==> src/rtl/fetch_stage_if.sv <==
`default_nettype none
// ============================================================================
// Module : fetch_stage_if
// Brief  : Instruction-memory and IF/ID handshake bundle for the fetch stage.
// Rev    : 1.0  initial release
// ============================================================================
interface fetch_stage_if;
    logic        imem_req;
    logic [31:0] imem_addr;
    logic [31:0] imem_rdata;
    logic        imem_rvalid;
    logic        stall;
    logic        redirect;
    logic [31:0] redirect_pc;
    logic [31:0] id_inst;
    logic [31:0] id_pc;
    logic        id_valid;

    modport master (
        output imem_req, imem_addr, id_inst, id_pc, id_valid,
        input  imem_rdata, imem_rvalid, stall, redirect, redirect_pc
    );

    modport slave (
        input  imem_req, imem_addr, id_inst, id_pc, id_valid,
        output imem_rdata, imem_rvalid, stall, redirect, redirect_pc
    );
endinterface
`default_nettype wire

==> src/rtl/fetch_stage.sv <==
`default_nettype none
// ============================================================================
// Module : fetch_stage
// Brief  : RV32I instruction fetch: PC, single-outstanding imem fetch, IF/ID.
// Rev    : 1.0  initial release
// ============================================================================
module fetch_stage #(
    parameter logic [31:0] RESET_PC = 32'h0100_0000,
    parameter logic [31:0] NOP_INST = 32'h0000_0013
) (
    input  wire logic        clock,
    input  wire logic        reset,
    fetch_stage_if.master    bus,
    output logic [31:0]      pc
);

    typedef enum logic [1:0] {
        S_FETCH = 2'd0,
        S_WAIT  = 2'd1,
        S_HOLD  = 2'd2
    } state_t;

    state_t      r_state;
    logic [31:0] r_pc;
    logic        r_kill;
    logic [31:0] r_hold_inst;
    logic [31:0] r_hold_pc;
    logic [31:0] r_id_inst;
    logic [31:0] r_id_pc;
    logic        r_id_valid;

    logic        w_load;
    logic [31:0] w_load_inst;
    logic [31:0] w_load_pc;
    logic [31:0] w_pc_seq;
    logic [31:0] w_redirect_tgt;

    assign w_pc_seq       = r_pc + 32'd4;
    assign w_redirect_tgt = bus.redirect_pc & ~32'd3;

    assign bus.imem_req  = (r_state == S_FETCH) && reset;
    assign bus.imem_addr = r_pc;
    assign bus.id_inst   = r_id_inst;
    assign bus.id_pc     = r_id_pc;
    assign bus.id_valid  = r_id_valid;
    assign pc            = r_pc;

    // Which word (if any) enters IF/ID this cycle, ignoring redirect.
    always_comb begin
        w_load      = 1'b0;
        w_load_inst = r_hold_inst;
        w_load_pc   = r_hold_pc;
        case (r_state)
            S_WAIT: begin
                if (bus.imem_rvalid && !r_kill && !bus.stall) begin
                    w_load      = 1'b1;
                    w_load_inst = bus.imem_rdata;
                    w_load_pc   = r_pc;
                end
            end
            S_HOLD: begin
                if (!bus.stall) begin
                    w_load = 1'b1;
                end
            end
            default: begin
                w_load = 1'b0;
            end
        endcase
    end

    always_ff @(posedge clock or negedge reset) begin
        if (!reset) begin
            r_state     <= S_FETCH;
            r_pc        <= RESET_PC;
            r_kill      <= 1'b0;
            r_hold_inst <= 32'd0;
            r_hold_pc   <= 32'd0;
            r_id_inst   <= NOP_INST;
            r_id_pc     <= 32'd0;
            r_id_valid  <= 1'b0;
        end else if (bus.redirect) begin
            r_pc       <= w_redirect_tgt;
            r_id_valid <= 1'b0;
            r_id_inst  <= NOP_INST;
            case (r_state)
                S_FETCH: begin
                    // The request issued this cycle belongs to the old path.
                    r_state <= S_WAIT;
                    r_kill  <= 1'b1;
                end
                S_WAIT: begin
                    if (bus.imem_rvalid) begin
                        r_state <= S_FETCH;
                        r_kill  <= 1'b0;
                    end else begin
                        r_kill  <= 1'b1;
                    end
                end
                default: begin
                    r_state     <= S_FETCH;
                    r_hold_inst <= 32'd0;
                    r_hold_pc   <= 32'd0;
                end
            endcase
        end else begin
            if (w_load) begin
                r_id_inst  <= w_load_inst;
                r_id_pc    <= w_load_pc;
                r_id_valid <= 1'b1;
                r_pc       <= w_pc_seq;
            end else if (!bus.stall) begin
                r_id_inst  <= NOP_INST;
                r_id_valid <= 1'b0;
            end

            case (r_state)
                S_FETCH: begin
                    r_state <= S_WAIT;
                end
                S_WAIT: begin
                    if (bus.imem_rvalid) begin
                        if (r_kill) begin
                            r_kill  <= 1'b0;
                            r_state <= S_FETCH;
                        end else if (!bus.stall) begin
                            r_state <= S_FETCH;
                        end else begin
                            r_hold_inst <= bus.imem_rdata;
                            r_hold_pc   <= r_pc;
                            r_state     <= S_HOLD;
                        end
                    end
                end
                S_HOLD: begin
                    if (!bus.stall) begin
                        r_state <= S_FETCH;
                    end
                end
                default: begin
                    r_state <= S_FETCH;
                end
            endcase
        end
    end

endmodule
`default_nettype wire

==> src/flat_wrapper.sv <==
// flat-port wrapper written by rule: the top's interface ports become plain ports
module fetch_stage_flat 
#(
    parameter logic [31:0] RESET_PC = 32'h0100_0000,
    parameter logic [31:0] NOP_INST = 32'h0000_0013
)
  (clock, reset, pc, bus_imem_req, bus_imem_addr, bus_id_inst, bus_id_pc, bus_id_valid, bus_imem_rdata, bus_imem_rvalid, bus_stall, bus_redirect, bus_redirect_pc);
  fetch_stage_if bus_i ();
  input  wire logic clock;
  input  wire logic reset;
  output logic [31:0] pc;
  output wire logic [$bits(bus_i.imem_req)-1:0] bus_imem_req;
  output wire logic [$bits(bus_i.imem_addr)-1:0] bus_imem_addr;
  output wire logic [$bits(bus_i.id_inst)-1:0] bus_id_inst;
  output wire logic [$bits(bus_i.id_pc)-1:0] bus_id_pc;
  output wire logic [$bits(bus_i.id_valid)-1:0] bus_id_valid;
  input wire logic [$bits(bus_i.imem_rdata)-1:0] bus_imem_rdata;
  input wire logic [$bits(bus_i.imem_rvalid)-1:0] bus_imem_rvalid;
  input wire logic [$bits(bus_i.stall)-1:0] bus_stall;
  input wire logic [$bits(bus_i.redirect)-1:0] bus_redirect;
  input wire logic [$bits(bus_i.redirect_pc)-1:0] bus_redirect_pc;
  assign bus_imem_req = bus_i.imem_req;
  assign bus_imem_addr = bus_i.imem_addr;
  assign bus_id_inst = bus_i.id_inst;
  assign bus_id_pc = bus_i.id_pc;
  assign bus_id_valid = bus_i.id_valid;
  assign bus_i.imem_rdata = bus_imem_rdata;
  assign bus_i.imem_rvalid = bus_imem_rvalid;
  assign bus_i.stall = bus_stall;
  assign bus_i.redirect = bus_redirect;
  assign bus_i.redirect_pc = bus_redirect_pc;
  fetch_stage #(.RESET_PC(RESET_PC), .NOP_INST(NOP_INST)) u_core (.clock(clock), .reset(reset), .bus(bus_i), .pc(pc));
endmodule
==> config.mk <==
export PLATFORM = sky130hd
export DESIGN_NAME = fetch_stage_flat
export DESIGN_NICKNAME = d
export VERILOG_FILES = /design/src/rtl/fetch_stage_if.sv /design/src/rtl/fetch_stage.sv /design/src/flat_wrapper.sv
export SDC_FILE = /design/constraint.sdc
export NUM_CORES = 1
export LEC_CHECK = 0
export CAP_MARGIN = 10
export CELL_PAD_IN_SITES_DETAIL_PLACEMENT = 1
export CELL_PAD_IN_SITES_GLOBAL_PLACEMENT = 1
export CORE_MARGIN = 1
export CORE_UTILIZATION = 35
export DETAILED_ROUTE_END_ITERATION = 16
export GPL_TIMING_DRIVEN = 0
export HOLD_SLACK_MARGIN = 0.15
export PLACE_DENSITY_LB_ADDON = 0.1
export SYNTH_ARGS = -nofsm -noshare
export SYNTH_HDL_FRONTEND = slang
export SYNTH_SLANG_ARGS = --single-unit
export TNS_END_PERCENT = 5
==> constraint.sdc <==
create_clock -name clock -period 2.2 [get_ports clock]
set_input_delay 0.33 -clock clock [delete_from_list [all_inputs] [get_ports clock]]
set_output_delay 0.33 -clock clock [all_outputs]
set_load 0.05 [all_outputs]
* Yosys cells after proc, flatten, opt, wreduce, memory -nomap -nowiden *
Cells that the tools add are included.

cells by class
  add/subtract/negate cells = 1
  multipliers = 0
  divide/modulo/power cells = 0
  magnitude comparators = 0
  equality and inequality tests = 7
  shift operators = 0
  muxes and demuxes = 39
  bitwise operators = 1
  reduce and logical (&&, ||, !) cells = 16

operators with widths
  operator                                                                  number
  32-bit two-way mux                                                        20
  32-bit by 3-bit adder with 32-bit output (second input constant)          1
  2-bit two-way mux                                                         6
  2-bit nonzero test                                                        5
  1-bit two-way mux                                                         9
  2-bit inequality test (second input constant)                             3
  2-bit one-hot mux with 3 select lines                                     1
  5-bit AND reduction                                                       1
  1-bit one-hot mux with 2 select lines                                     2
  2-bit one-hot mux with 2 select lines                                     1
  2-bit AND reduction                                                       2
  1-bit logical AND                                                         3
  3-bit by 1-bit inequality test with 1-bit output (second input constant)  1
  3-bit inequality test (second input constant)                             1
  3-bit AND reduction                                                       1
  2-bit by 1-bit equality test with 1-bit output (second input constant)    1
  2-bit equality test (second input constant)                               1
  1-bit zero test                                                           2
  2-bit zero test                                                           1
  2-bit OR reduction                                                        1
  1-bit NOT                                                                 1

word-level totals
  register bits = 164
  bits in latches = 0
  memory bits (writable) = 0
  bits in read-only memories = 0
  logic and storage cells = 72
  memories = 0

* Logic depth before layout (Yosys ltp) *
Gate-level depths: netlist of the first run.

  word-level depth = 7
  mapped depth = 9
  depth with buffers taken out = 6

* Least setup slack after synthesis of the first run *
OpenSTA, ideal clock, no wires.

  kind = register -> register
  start = register u_core.r_pc[2] (netlist: u_core.bus.imem_addr[2])
  end = register u_core.r_pc[22] (netlist: u_core.bus.imem_addr[22])
  library setup time = 0.082 ns
  arrival = 2.024 ns
  required time = 2.118 ns
  path slack = 0.094 ns
  stages on the path, launching flop included = 7
  path buffers = 1
  period minus slack after synthesis = 2.106 ns
  cells stage by stage = dfrtp_1 -> ha_1 -> and2_1 -> buf_2 -> nand4_1 -> or4_1 -> a31oi_1

on the way
  cells in the longest elaborated chain, start to end = 3

RTL lines
  element                                   RTL line            text
  start: declaration                        fetch_stage.sv:24   logic [31:0] r_pc;
  start signal: assignment                  fetch_stage.sv:83   r_pc <= w_redirect_tgt;
  start signal: assignment                  fetch_stage.sv:111  r_pc <= w_pc_seq;
  32-bit by 3-bit adder with 32-bit output  fetch_stage.sv:38   assign w_pc_seq = r_pc + 32'd4;
  32-bit two-way mux                        fetch_stage.sv:107  if (w_load) begin
  32-bit two-way mux                        fetch_stage.sv:82   end else if (bus.redirect) begin

Every way passes these cells. The select of a mux whose other input is x is not followed.
A chain may end at the register's enable or synchronous reset.

* Worst setup path after layout of the first run *
  start = register u_core.r_state[1]
  end = register u_core.r_pc[15] (netlist: u_core.bus.imem_addr[15])

on the way
  cells in the longest elaborated chain, start to end = 3
  elaborated cells on any way between the ends = 4
  those cells by class = eq/ne (2); mux (1); reduce/logical (1)

RTL lines
  element                                                                                RTL line           text
  start: declaration                                                                     fetch_stage.sv:23  state_t r_state;
  start signal: assignment                                                               fetch_stage.sv:74  r_state <= S_FETCH;
  start signal: assignment                                                               fetch_stage.sv:89  r_state <= S_WAIT;
  start signal: assignment                                                               fetch_stage.sv:94  r_state <= S_FETCH;
  2-bit equality test or 2-bit by 1-bit equality test with 1-bit output (tied branches)  fetch_stage.sv:53  case (r_state)
  1-bit one-hot mux with 2 select lines *                                                fetch_stage.sv:53
  2-bit nonzero test (no source line) *                                                  --

Every way passes the cells marked *; elsewhere a longest branch is shown, timed or not.

==> results of run 1 <==
[state kept, by name, indices dropped and copies added (netlist names)]
signal	count
u_core.bus.id_pc	31
u_core.bus.id_valid	1
u_core.bus.imem_addr	30
u_core.r_state	2
u_core.r_hold_pc	31
u_core.bus.id_inst	32
u_core.r_kill	1
u_core.r_hold_inst	32
[path summary, 6_finish.rpt]
path	start	to	slack, ns	cells after the start
worst max-delay path	u_core.r_state[1]	u_core.bus.imem_addr[15]	0.02	7
worst min-delay path	bus_redirect	u_core.bus.imem_addr[30]	0.35	3
worst max register to register	u_core.r_state[1]	u_core.bus.imem_addr[15]	0.02	7
worst min register to register	u_core.bus.id_valid	u_core.bus.id_valid	0.48	2
max in group asynchronous	reset	u_core.bus.imem_addr[24]	0.71	5
min in group asynchronous	reset	u_core.bus.id_inst[4]	0.60	3
[kinds of logic after synthesis]
group | Yosys count | synth area share, %
AND/OR/NAND/NOR | 240 | 14.5
AO/OA/AOI/OAI | 194 | 18.8
flip-flops | 160 | 54.0
buffers and inverters | 93 | 6.98
multiplexers | 31 | 4.20
XOR/XNOR | 7 | 0.826
adder cells (fa/ha/maj) | 4 | 0.674
other | 1 | 0.0505
[final cells by class]
class,instances,share of cell area [%]
Inverter,5,0.176
Multi-Input combinational cell,480,27.9
Buffer,88,5.25
Tap cell,270,3.18
Timing Repair Buffer,211,20.1
Clock inverter,12,1.47
Clock buffer,20,4.20
Sequential cell,160,37.7
[worst register-to-register path, stage by stage, from the launching register on]
cell      delay (ns)
dfrtp_1         0.38
inv_1           0.12
ha_1            0.35
and4b_2         0.28
o211ai_4        0.12
buf_6           0.17
or4_1           0.48
a31oi_1         0.20
[cell usage in the layout (no fill, tap or decap), types with 10 or more instances in the layout]
cell               n
dfrtp_1          154
clkdlybuf4s50_1  153
nand2_1          120
buf_4             76
a22o_1            61
nor2_1            55
a31oi_1           52
o21ai_0           46
mux2i_1           30
clkbuf_1          18
clkbuf_2          17
clkbuf_16         17
or4_1             14
o31ai_1           10
[routing by layer]
metal	vias up	GRT usage [%]
met1	3368	30.2
met2	162	41.6
met3	27	5.28
met5	-	0
li1	3052	-
met4	0	7.53
[Yosys cell counts (2+ instances only)]
library cell | instances | area share [%]
xor2_1 | 6 | 0.71
nor2_1 | 57 | 2.9
dfstp_2 | 4 | 1.4
or3_1 | 8 | 0.67
and2_1 | 3 | 0.25
buf_4 | 36 | 3.6
o31a_1 | 2 | 0.24
nand4_1 | 8 | 0.67
nand2_1 | 120 | 6.1
nand2b_1 | 4 | 0.34
a221o_1 | 2 | 0.27
a31oi_1 | 52 | 4.4
mux2i_1 | 30 | 4.0
nand3_1 | 8 | 0.54
o31ai_1 | 12 | 1.2
o21ai_0 | 46 | 3.1
buf_2 | 15 | 1.0
ha_1 | 4 | 0.67
and3_1 | 7 | 0.59
o311a_1 | 2 | 0.27
nor2b_1 | 3 | 0.25
dfrtp_1 | 156 | 53
a22o_1 | 61 | 7.2
nor3_1 | 2 | 0.13
o211ai_1 | 3 | 0.30
inv_1 | 5 | 0.25
buf_6 | 2 | 0.30
a32o_1 | 2 | 0.27
or4_1 | 14 | 1.4
clkbuf_1 | 35 | 1.8
o2111ai_1 | 3 | 0.35
[what timing repair did]
item	in CTS	in global routing
resized for setup	59	31
cloned	1	0
hold buffers	5	0
pin swaps	3	0
hold endpoints to repair	44	0
setup buffers	13	0
endpoints found under the setup margin	167	107
[power groups by stage]
| stage | Sequential [mW] | Combinational (mW) | Clock (mW) |
|---|---|---|---|
| floorplan | 5.28 | 1.65 | 0 |
| global route | 4.34 | 4.66 | 3.23 |
| CTS | 4.24 | 4.36 | 3.12 |
| detailed placement | 4.28 | 4.22 | 0 |
| finish | 4.26 | 4.35 | 3.07 |
| global placement | 4.24 | 4.11 | 0 |
[per-stage QoR]
step | cells | hold WS (ns) | utilization (%) | area, um^2
3_3_place_gp | 1194 | 0.466 | 47.3 | 9690
6_report | 1246 | 0.346 | 51.9 | 10600
3_5_place_dp | 1195 | 0.244 | 47.4 | 9720
2_1_floorplan | 733 | 0.0344 | - | 7440
5_1_grt | 1246 | 0.380 | 51.9 | 10600
4_1_cts | 1246 | 0.336 | 51.7 | 10600
==> results_dict.tcl, run 1 <==
set metrics [dict create \
    status "finished, final reports clean" \
    dp_slack_ns -1.02 \
    cp_slowest_stage_delay_ns 0.48 \
    drive_above_1_share_pct 17.1 \
    tightest_slew_ns 0.631 \
    die_w_um 148 \
    rows 52 \
    max_cap_viol_count 0 \
    area_growth_pct 43.2 \
    synthArstFlopShare_pct 100 \
    fillers 2240 \
    cts_tree "yes" \
    grt_first_pass_wirelength_um 40800 \
    intPower_mw 7.19 \
    globalplace.congestion 0.772 \
    clock_latency_ns 0.43 \
    synth.distinct_cells 49 \
    dp_hpwl_um 17600 \
    top_layer_used "met4" \
    avgSynthCellArea_um2 10.2 \
    power_frac_comb_pct 37.3 \
    rsz0062_at_grt "true" \
    cts_sinks 160 \
    crit_family "simple AND/OR/NAND/NOR gates" \
    coreArea_um2 20500 \
    switching_share_pct 38.4 \
    setup-violations-final 0 \
    grt_max_degree 59 \
    power_mw 11.7 \
    multi_input_area_um2 2970 \
    crit_path_end_kind "register" \
    layout_setup_ws_ns 0.0185 \
    power_frac_clock_pct 26.3 \
    fin_crit_ns 2.18 \
    finClkSkew_ns 0.00926 \
    syn-instance-count 730 \
    totalWireLength_um 25100 \
    grt_usage_pct 24.2 \
    final.setup.tns_ns 0 \
    antenna_found_initial 0 \
    antenna_cells 0 \
    fp.dieH_um 148 \
    dr_wl_met2_um 12700 \
    yosysWarnings 0 \
    syn_area_um2 7430 \
    power.switching_mw 4.48 \
    critPathSlowestCell "or4_1" \
    dieArea_um2 21800 \
    port_buffers 191 \
    wl_met3_um 1280 \
    fin_nets 1036 \
    num_io_pins 199 \
    numCtsBuffers 17 \
    dr.pass1.iters 4 \
    powerDensity_nw_per_um2 1100 \
    grt_pass1_vias 7270 \
    grt-ovfl-total 0 \
    ys_seq_area_share_pct 54.0 \
    clockBufferDepth 2 \
    fmax_ghz 0.458 \
    critPathBufInv 2 \
    path_class "reg -> reg" \
    cts.clk_slew.worst_paths_ns 0.07 \
    hold_path_class "in -> reg" \
    htree_levels 4 \
    ys.flop_type "dfrtp_1" \
    wire_per_inst_um 20.2 \
    synth-seq-cells 160 \
    worstPathArrival_ns 2.52 \
    initial_core_util_pct 36.2 \
    cts_root_buf "clkbuf_16" \
    viasPerCell 5.30 \
    regArea_um2 4010 \
    drt_iter0_markers 277 \
    cp_max_fo 10 \
    num_vias 6609 \
    crit_chain "inv_1 -> ha_1 -> and4b_2 -> o211ai_4 -> buf_6 -> or4_1 -> a31oi_1" \
    p_leak_nw 4.72 \
    cp.required_ns 2.54 \
    cp-start-kind "register" \
    maxSlewViolCount 0 \
    synth_enable_flop_cells 0 \
    ant_nets 0 \
    wl_met1_um 10700 \
    relSlewSlack_pct 57.9 \
    drc 0 \
    fin_crit_sh_pct 99.2 \
    vdd.ir_drop.worst_mv 0.565 \
    hold_viol 0 \
    pwr-share-seq_pct 36.5 \
]
Note: power is estimated with default switching activity, not from simulation.
==> run 2: changes to the inputs <==
--- a/config.mk
+++ b/config.mk
@@ -6,10 +6,10 @@
 export NUM_CORES = 1
 export LEC_CHECK = 0
 export CAP_MARGIN = 10
-export CELL_PAD_IN_SITES_DETAIL_PLACEMENT = 1
-export CELL_PAD_IN_SITES_GLOBAL_PLACEMENT = 1
+export CELL_PAD_IN_SITES_DETAIL_PLACEMENT = 0
+export CELL_PAD_IN_SITES_GLOBAL_PLACEMENT = 2
 export CORE_MARGIN = 1
-export CORE_UTILIZATION = 35
+export CORE_UTILIZATION = 30
 export DETAILED_ROUTE_END_ITERATION = 16
 export GPL_TIMING_DRIVEN = 0
 export HOLD_SLACK_MARGIN = 0.15
==> results_dict.tcl, run 2 (same netlist as run 1, synthesis figures left out) <==
set metrics [dict create \
    status "finished, final reports clean" \
    mostFrequentLayoutCells "clkdlybuf4s50_1, dfrtp_1, nand2_1, buf_4, a22o_1" \
    rsz0062_at_grt "true" \
    crit_chain "clkdlybuf4s50_1" \
    relSlewSlack_pct 57.6 \
    layout_setup_ws_ns 0.0467 \
    antenna_cells 0 \
    cts_tree "yes" \
    cts_sinks 160 \
    cp.required_ns 1.87 \
    vdd.ir_drop.worst_mv 0.448 \
    drt_iter0_markers 364 \
    fp.dieH_um 159 \
    fin_crit_ns 2.15 \
    grt_first_pass_wirelength_um 38800 \
    cts_root_buf "clkbuf_16" \
    worstPathArrival_ns 1.82 \
    clock_latency_ns 0.43 \
    critPathSlowestCell "clkdlybuf4s50_1" \
    p_leak_nw 4.69 \
    powerDensity_nw_per_um2 1080 \
    antenna_found_initial 1 \
    setup-violations-final 0 \
    ant_nets 0 \
    port_buffers 191 \
    fin_nets 1033 \
    numCtsBuffers 17 \
    tightest_slew_ns 0.636 \
    crit_path_end_kind "primary output" \
    cp_max_fo 8 \
    htree_levels 4 \
    fmax_ghz 0.464 \
    viasPerCell 5.02 \
    cp_slowest_stage_delay_ns 0.87 \
    coreArea_um2 24300 \
    totalWireLength_um 24500 \
    clockBufferDepth 2 \
    dieArea_um2 25400 \
    hold_path_class "in -> reg" \
    dr.pass1.iters 5 \
    critPathBufInv 1 \
    hold_viol 0 \
    crit_family "buffers and inverters" \
    grt_max_degree 59 \
    path_class "reg -> out" \
    globalplace.congestion 0.787 \
    cts.clk_slew.worst_paths_ns 0.06 \
    grt_usage_pct 19.7 \
    die_w_um 159 \
    dp_slack_ns -0.974 \
    cp-start-kind "register" \
    rows 57 \
    whs_ns 0.336 \
    grt-ovfl-total 0 \
    grt_pass1_vias 6687 \
    wire_per_inst_um 18.9 \
    drc 0 \
    max_cap_viol_count 0 \
    fin_crit_sh_pct 97.9 \
    area_growth_pct 43.4 \
    drive_above_1_share_pct 16.6 \
    num_io_pins 199 \
    num_vias 6511 \
    dp_hpwl_um 16700 \
    finClkSkew_ns 0.0129 \
    maxSlewViolCount 0 \
    initial_core_util_pct 30.5 \
]
## run 2: power breakdown
group | switching [mW] | total (mW) | internal (mW)
registers | 0.537 | 4.23 | 3.69
logic | 2.62 | 4.27 | 1.64
clock network | 1.31 | 2.99 | 1.67
## run 2: stage by stage
step / std cells / total power, mW / area, um^2 / TNS (ns) / utilization [%]
final: 1297 / 11.5 / 10600 / 0 / 43.8
after global routing: 1297 / 12.1 / 10600 / -0.420 / 43.8
after CTS: 1297 / 11.6 / 10600 / -1.42 / 43.6
after detailed placement: 1249 / 8.47 / 9790 / -96.22 / 40.2
after global placement: 1248 / 8.39 / 9750 / -1051.84 / 40.1
after floorplan: 733 / 6.94 / 7440 / 0 / -
## run 2: final timing paths
path	start	to	slack (ns)	depth (start not counted)
hold / removal	bus_redirect	u_core.bus.imem_addr[30]	0.34	3
min in group asynchronous	reset	u_core.bus.imem_addr[24]	0.48	2
max in group asynchronous	reset	u_core.bus.id_inst[3]	0.45	5
setup reg to reg	u_core.r_state[1]	u_core.bus.imem_addr[27]	0.05	8
setup / recovery	u_core.bus.imem_addr[8]	bus_imem_addr[8]	0.05	1
hold reg to reg	u_core.bus.id_valid	u_core.bus.id_valid	0.48	2
## run 2: what timing repair did
item,CTS,global route
pin swaps,3,0
setup buffers,10,0
hold buffers,6,0
gates cloned,1,0
endpoints found under the hold margin,58,0
resized for setup,52,44
endpoints found under the setup margin,166,149
## run 2: layout make-up
type / count / area, um^2
buffer: 87 / 557
clock buffer: 20 / 467
clock inverter: 12 / 123
fill: 2353 / 13700
inverter: 5 / 18.8
multi-input combinational: 480 / 2960
sequential: 160 / 4010
tap: 324 / 405
timing repair buffer: 209 / 2110
## run 2: layer usage
layer	share of wire [%]	routed length (um)	track usage (%)	vias up
li1	-	-	-	3057
met1	46	11200	26.0	3246
met2	48	11800	32.2	181
met3	5.0	1220	4.22	25
met4	1.3	323	6.03	2
met5	0.053	13	0	-
==> RTL edit 1, RTL diff (settings of run 2) <==
Re-encode `state_t` (3 states) as one-hot, 3 bits wide.
--- a/src/rtl/fetch_stage.sv
+++ b/src/rtl/fetch_stage.sv
@@ -16,6 +16,6 @@
 
-    typedef enum logic [1:0] {
-        S_FETCH = 2'd0,
-        S_WAIT  = 2'd1,
-        S_HOLD  = 2'd2
+    typedef enum logic [2:0] {
+        S_FETCH = 3'b001,
+        S_WAIT  = 3'b010,
+        S_HOLD  = 3'b100
     } state_t;
Behaviour: no difference found for any inputs over 4 cycles, from zero or initial values and one cycle with reset low; so few cycles prove little.
==> RTL edit 1 against run 2 <==
Setup slack gained 0.0078 ns; hold slack lost 0.0039 ns; combinational power shrank 43%; final area grew 0.59%; global-route usage shrank 0.94 points; synthesized cell count shrank 2.9%; sequential cell count grew 1; synthesized area grew 3.8%; die area grew 3.8%; wire length shrank 2.3%; power shrank 23%.
==> RTL edit 1: results (changes against run 2) <==
stage;metric;value;unit;change
layout;buffers_excl_clock;287;;-3.0%
layout;seqCellArea;0.00404;mm^2;+0.65%
clock_tree;cts_hold_buf;2;;-4
place;place_congestion;0.770;;-2.3%
global_routing;grt_pass1_vias;6604;;-1.2%
route;routed_wirelength;23900;um;-2.3%
synthesis;syn_inst;709;;-2.9%
global_routing;grt_pass1_wl;37800;um;-2.4%
layout;nNetsFinal;1001;;-3.1%
synthesis;synthDistinctLibCells;74;;+51%
layout;drive_gt1_share;17.6;%;+0.94 points
place;dpl_cell_area;0.0101;mm^2;+3.0%
layout;design_area;0.0107;mm^2;+0.59%
layout;n_fill_cell;2450;;+4.1%
clock_tree;postCtsSetupRepairBufs;0;;-10
status;status;complete, no violations;;
setup_path;slowest_delay;0.79;ns;-0.08 ns
synthesis;synth_top_cells_by_count;dfrtp_1 (156), nand2_1 (75), o21ai_0 (69);;
route;top_layer;met4;;
timing;max-slew-margin-rel;61.2;%;+3.6 points
route;m1WireLength;11300;um;+0.84%
layout;clk_share;5.12;%;-0.42 points
route;wl_per_cell;18.8;um;-0.53%
route;dr_wl_met2;11300;um;-3.9%
power;p_switching;3.12;mW;-30%
timing;skew;0.0199;ns;+0.00699 ns
RTL edit 1: changes by cell type after synthesis, moves of 6 or more:
cell,delta
a31oi_1,-31
clkbuf_1,-14
inv_1,+6
mux2i_1,+33
nand2_1,-45
nor2_1,-27
o21ai_0,+23
RTL edit 1: worst paths after layout:
kind	start	end	slack [ns]	depth (start not counted)
max in group asynchronous	reset	u_core.bus.imem_addr[21]$_DFFE_PN0P_	1.17	3
max	u_core.bus.imem_addr[2]$_DFFE_PN0P_	pc[2]	0.05	2
min reg2reg	u_core.bus.id_pc[30]$_DFFE_PN0P_	u_core.bus.id_pc[30]$_DFFE_PN0P_	0.48	2
min in group asynchronous	reset	u_core.r_state[0]$_DFFE_PN1P_	0.48	2
max reg2reg	u_core.bus.imem_addr[2]$_DFFE_PN0P_	u_core.bus.imem_addr[24]$_DFFE_PN1P_	0.10	6
min	bus_redirect	u_core.bus.imem_addr[25]$_DFFE_PN0P_	0.33	3
RTL edit 1: kinds of logic after synthesis:
kind of cell	Yosys count	share of synthesized area (%)
adders and majority gates	1	0.162
DFF	161	52.3
muxes	67	8.76
AOI/OAI and AO/OA	194	17.8
buffers and inverters	99	7.64
other	1	0.0486
xor gates and xnor gates	7	0.795
and+or+nand+nor	179	12.5
RTL edit 1: layer usage:
metal  track usage (%)  vias up
met5                 0        -
met4              5.70        0
met3              3.73       18
met2              30.4      181
met1              25.1     3227
li1                  -     2987
RTL edit 1: power by group through the flow:
stage | Combinational, mW | Clock (mW) | Sequential, mW
floorplan | 1.15 | 0 | 3.90
global placement | 2.39 | 0 | 3.56
detailed placement | 2.42 | 0 | 3.56
CTS | 2.43 | 2.91 | 3.51
global route | 2.62 | 3.05 | 3.56
finish | 2.45 | 2.84 | 3.51
==> RTL edit 2, RTL diff (flow settings as in run 2) <==
Made on the original files. `NOP_INST` is set to 32'h0000_0013 in 2 places; all go to 32'h00000010.
--- a/src/rtl/fetch_stage.sv
+++ b/src/rtl/fetch_stage.sv
@@ -8,3 +8,3 @@
     parameter logic [31:0] RESET_PC = 32'h0100_0000,
-    parameter logic [31:0] NOP_INST = 32'h0000_0013
+    parameter logic [31:0] NOP_INST = 32'h00000010
 ) (
--- a/src/flat_wrapper.sv
+++ b/src/flat_wrapper.sv
@@ -4,3 +4,3 @@
     parameter logic [31:0] RESET_PC = 32'h0100_0000,
-    parameter logic [31:0] NOP_INST = 32'h0000_0013
+    parameter logic [31:0] NOP_INST = 32'h00000010
 )
Function: changed (a bounded check fails within 4 cycles, from zero or initial values and one cycle with reset low).
==> RTL edit 2 against run 2 <==
The run now ends with hold timing left; synthesized area rose by 0.42%; final cell count fell by 4.9%; sequential power fell by 5.0%; final area fell by 1.3%; sequential cell count did not move; sequential share of layout area rose by 0.43 points; setup slack improved by 0.0048 ns; count of clock-buffer cells in the layout fell by 2; power fell by 8.4%; register-to-register slack improved by 0.03 ns; combinational power fell by 17%; first-iteration DRC count fell by 48%; wire length fell by 11%; critical path depth did not move.
==> RTL edit 2: results (changes against run 2) <==
stage;metric;value;unit;change
route;wl_per_cell;17.6;um;-6.8%
status;status;complete, but fails checks;;
layout;drive_gt1_share;18.0;%;+1.4 points
place;place_congestion;0.747;;-5.2%
layout;nNetsFinal;969;;-6.2%
timing;hold_slack;-0.208;ns;-0.544 ns
layout;design_area;0.0105;mm^2;-1.3%
synthesis;synthTopCellsByArea;dfrtp_1 (53%), mux2i_1 (8.5%), a22o_1 (7.0%);;
timing;finalHoldViolations;70;;+70
timing;skew;0.0129;ns;-0.00000220 ns
route;drt_iter0_drc;189;;-48%
power;power.leakage;4.46;nW;-5.1%
timing;worst_pin_slew;0.588;ns;-0.0484 ns
status;failed_checks;hold timing;;
hold_path;hold_path.class;input pin to async pin;;
place;pre_cts_ws;-0.934;ns;+0.0394 ns
setup_path;cp.arrival;1.82;ns;about the same
layout;n_fill_cell;2308;;-1.9%
place;post-dp-hpwl;15300;um;-8.0%
setup_path;crit_fanout;6;;-2
global_routing;grt_pass1_wl;34600;um;-11%
global_routing;grt_max_degree;91;;+54%
synthesis;yosys_warnings;0;;unchanged
power;ir_worst_vdd;0.358;mV;-20%
place;port_buffers;192;;+0.52%
synthesis;ys_seq_area_share;53.7;%;-0.26 points
place;dpl_cell_area;0.00983;mm^2;+0.42%
global_routing;grt_pass1_vias;6112;;-8.6%
setup_path;slowest_delay;0.92;ns;+0.05 ns
[RTL edit 2: cell families after synthesis]
family,count (synthesis),share of synthesized area (%)
compound gates,162,14.7
other cells,1,0.0503
buf+inv,89,6.88
mux,67,9.06
simple gates,164,11.5
flops,160,53.7
xor+xnor,29,3.41
fa+ha+maj,4,0.671
[RTL edit 2: repair_timing]
item	in CTS	in global routing
endpoints found under the setup margin	152	146
hold endpoints to repair	71	70
buffers inserted	3	2
gates cloned	0	0
resized for setup	41	26
pin swaps	1	1
[RTL edit 2: routing by layer]
| layer | GRT usage (%) | part of all wire [%] |
|---|---|---|
| met1 | 23.6 | 47 |
| met2 | 28.4 | 48 |
| met3 | 3.77 | 4.0 |
| met4 | 5.42 | 1.4 |
| met5 | 0 | 0 |
[RTL edit 2: layout make-up]
type                       instances  share of cell area, %
clock inverter                    14                   1.42
inverter                           9                  0.321
timing repair buffer             198                   18.8
buffer                            80                   4.80
multi-input combinational        430                   28.5
clock buffer                      18                   4.18
tap                              324                   3.86
sequential                       160                   38.1
[RTL edit 2: path summary, 6_finish.rpt]
kind	from	to	slack (ns)	cells after the start
setup / recovery	u_core.bus.imem_addr[30]$_DFFE_PN0P_	bus_imem_addr[30]	0.05	1
hold / removal	reset	u_core.bus.id_inst[24]$_DFFE_PN0P_	-0.21	1
setup reg to reg	u_core.r_state[1]$_DFFE_PN0P_	u_core.bus.id_pc[3]$_DFFE_PN0P_	0.08	9
hold reg to reg	u_core.bus.id_inst[19]$_DFFE_PN0P_	u_core.bus.id_inst[19]$_DFFE_PN0P_	0.48	2
max in group asynchronous	reset	u_core.bus.id_inst[4]$_DFFE_PN1P_	1.57	2
min in group clock	bus_redirect_pc[25]	u_core.bus.imem_addr[25]$_DFFE_PN0P_	0.46	3
[RTL edit 2: power breakdown]
part,switching [mW],internal (mW),leakage (nW)
clock,1.33,1.63,0.287
combinational,2.15,1.39,2.02
sequential,0.449,3.57,2.15
[RTL edit 2: metrics by stage]
step	cells	hold slack (ns)	power [mW]
final	1233	-0.208	10.5
after global routing	1233	-0.198	11.0
after CTS	1231	-0.192	10.6
after global placement	1195	0.462	7.53
after floorplan	679	0.0344	6.31
after detailed placement	1196	0.344	7.59
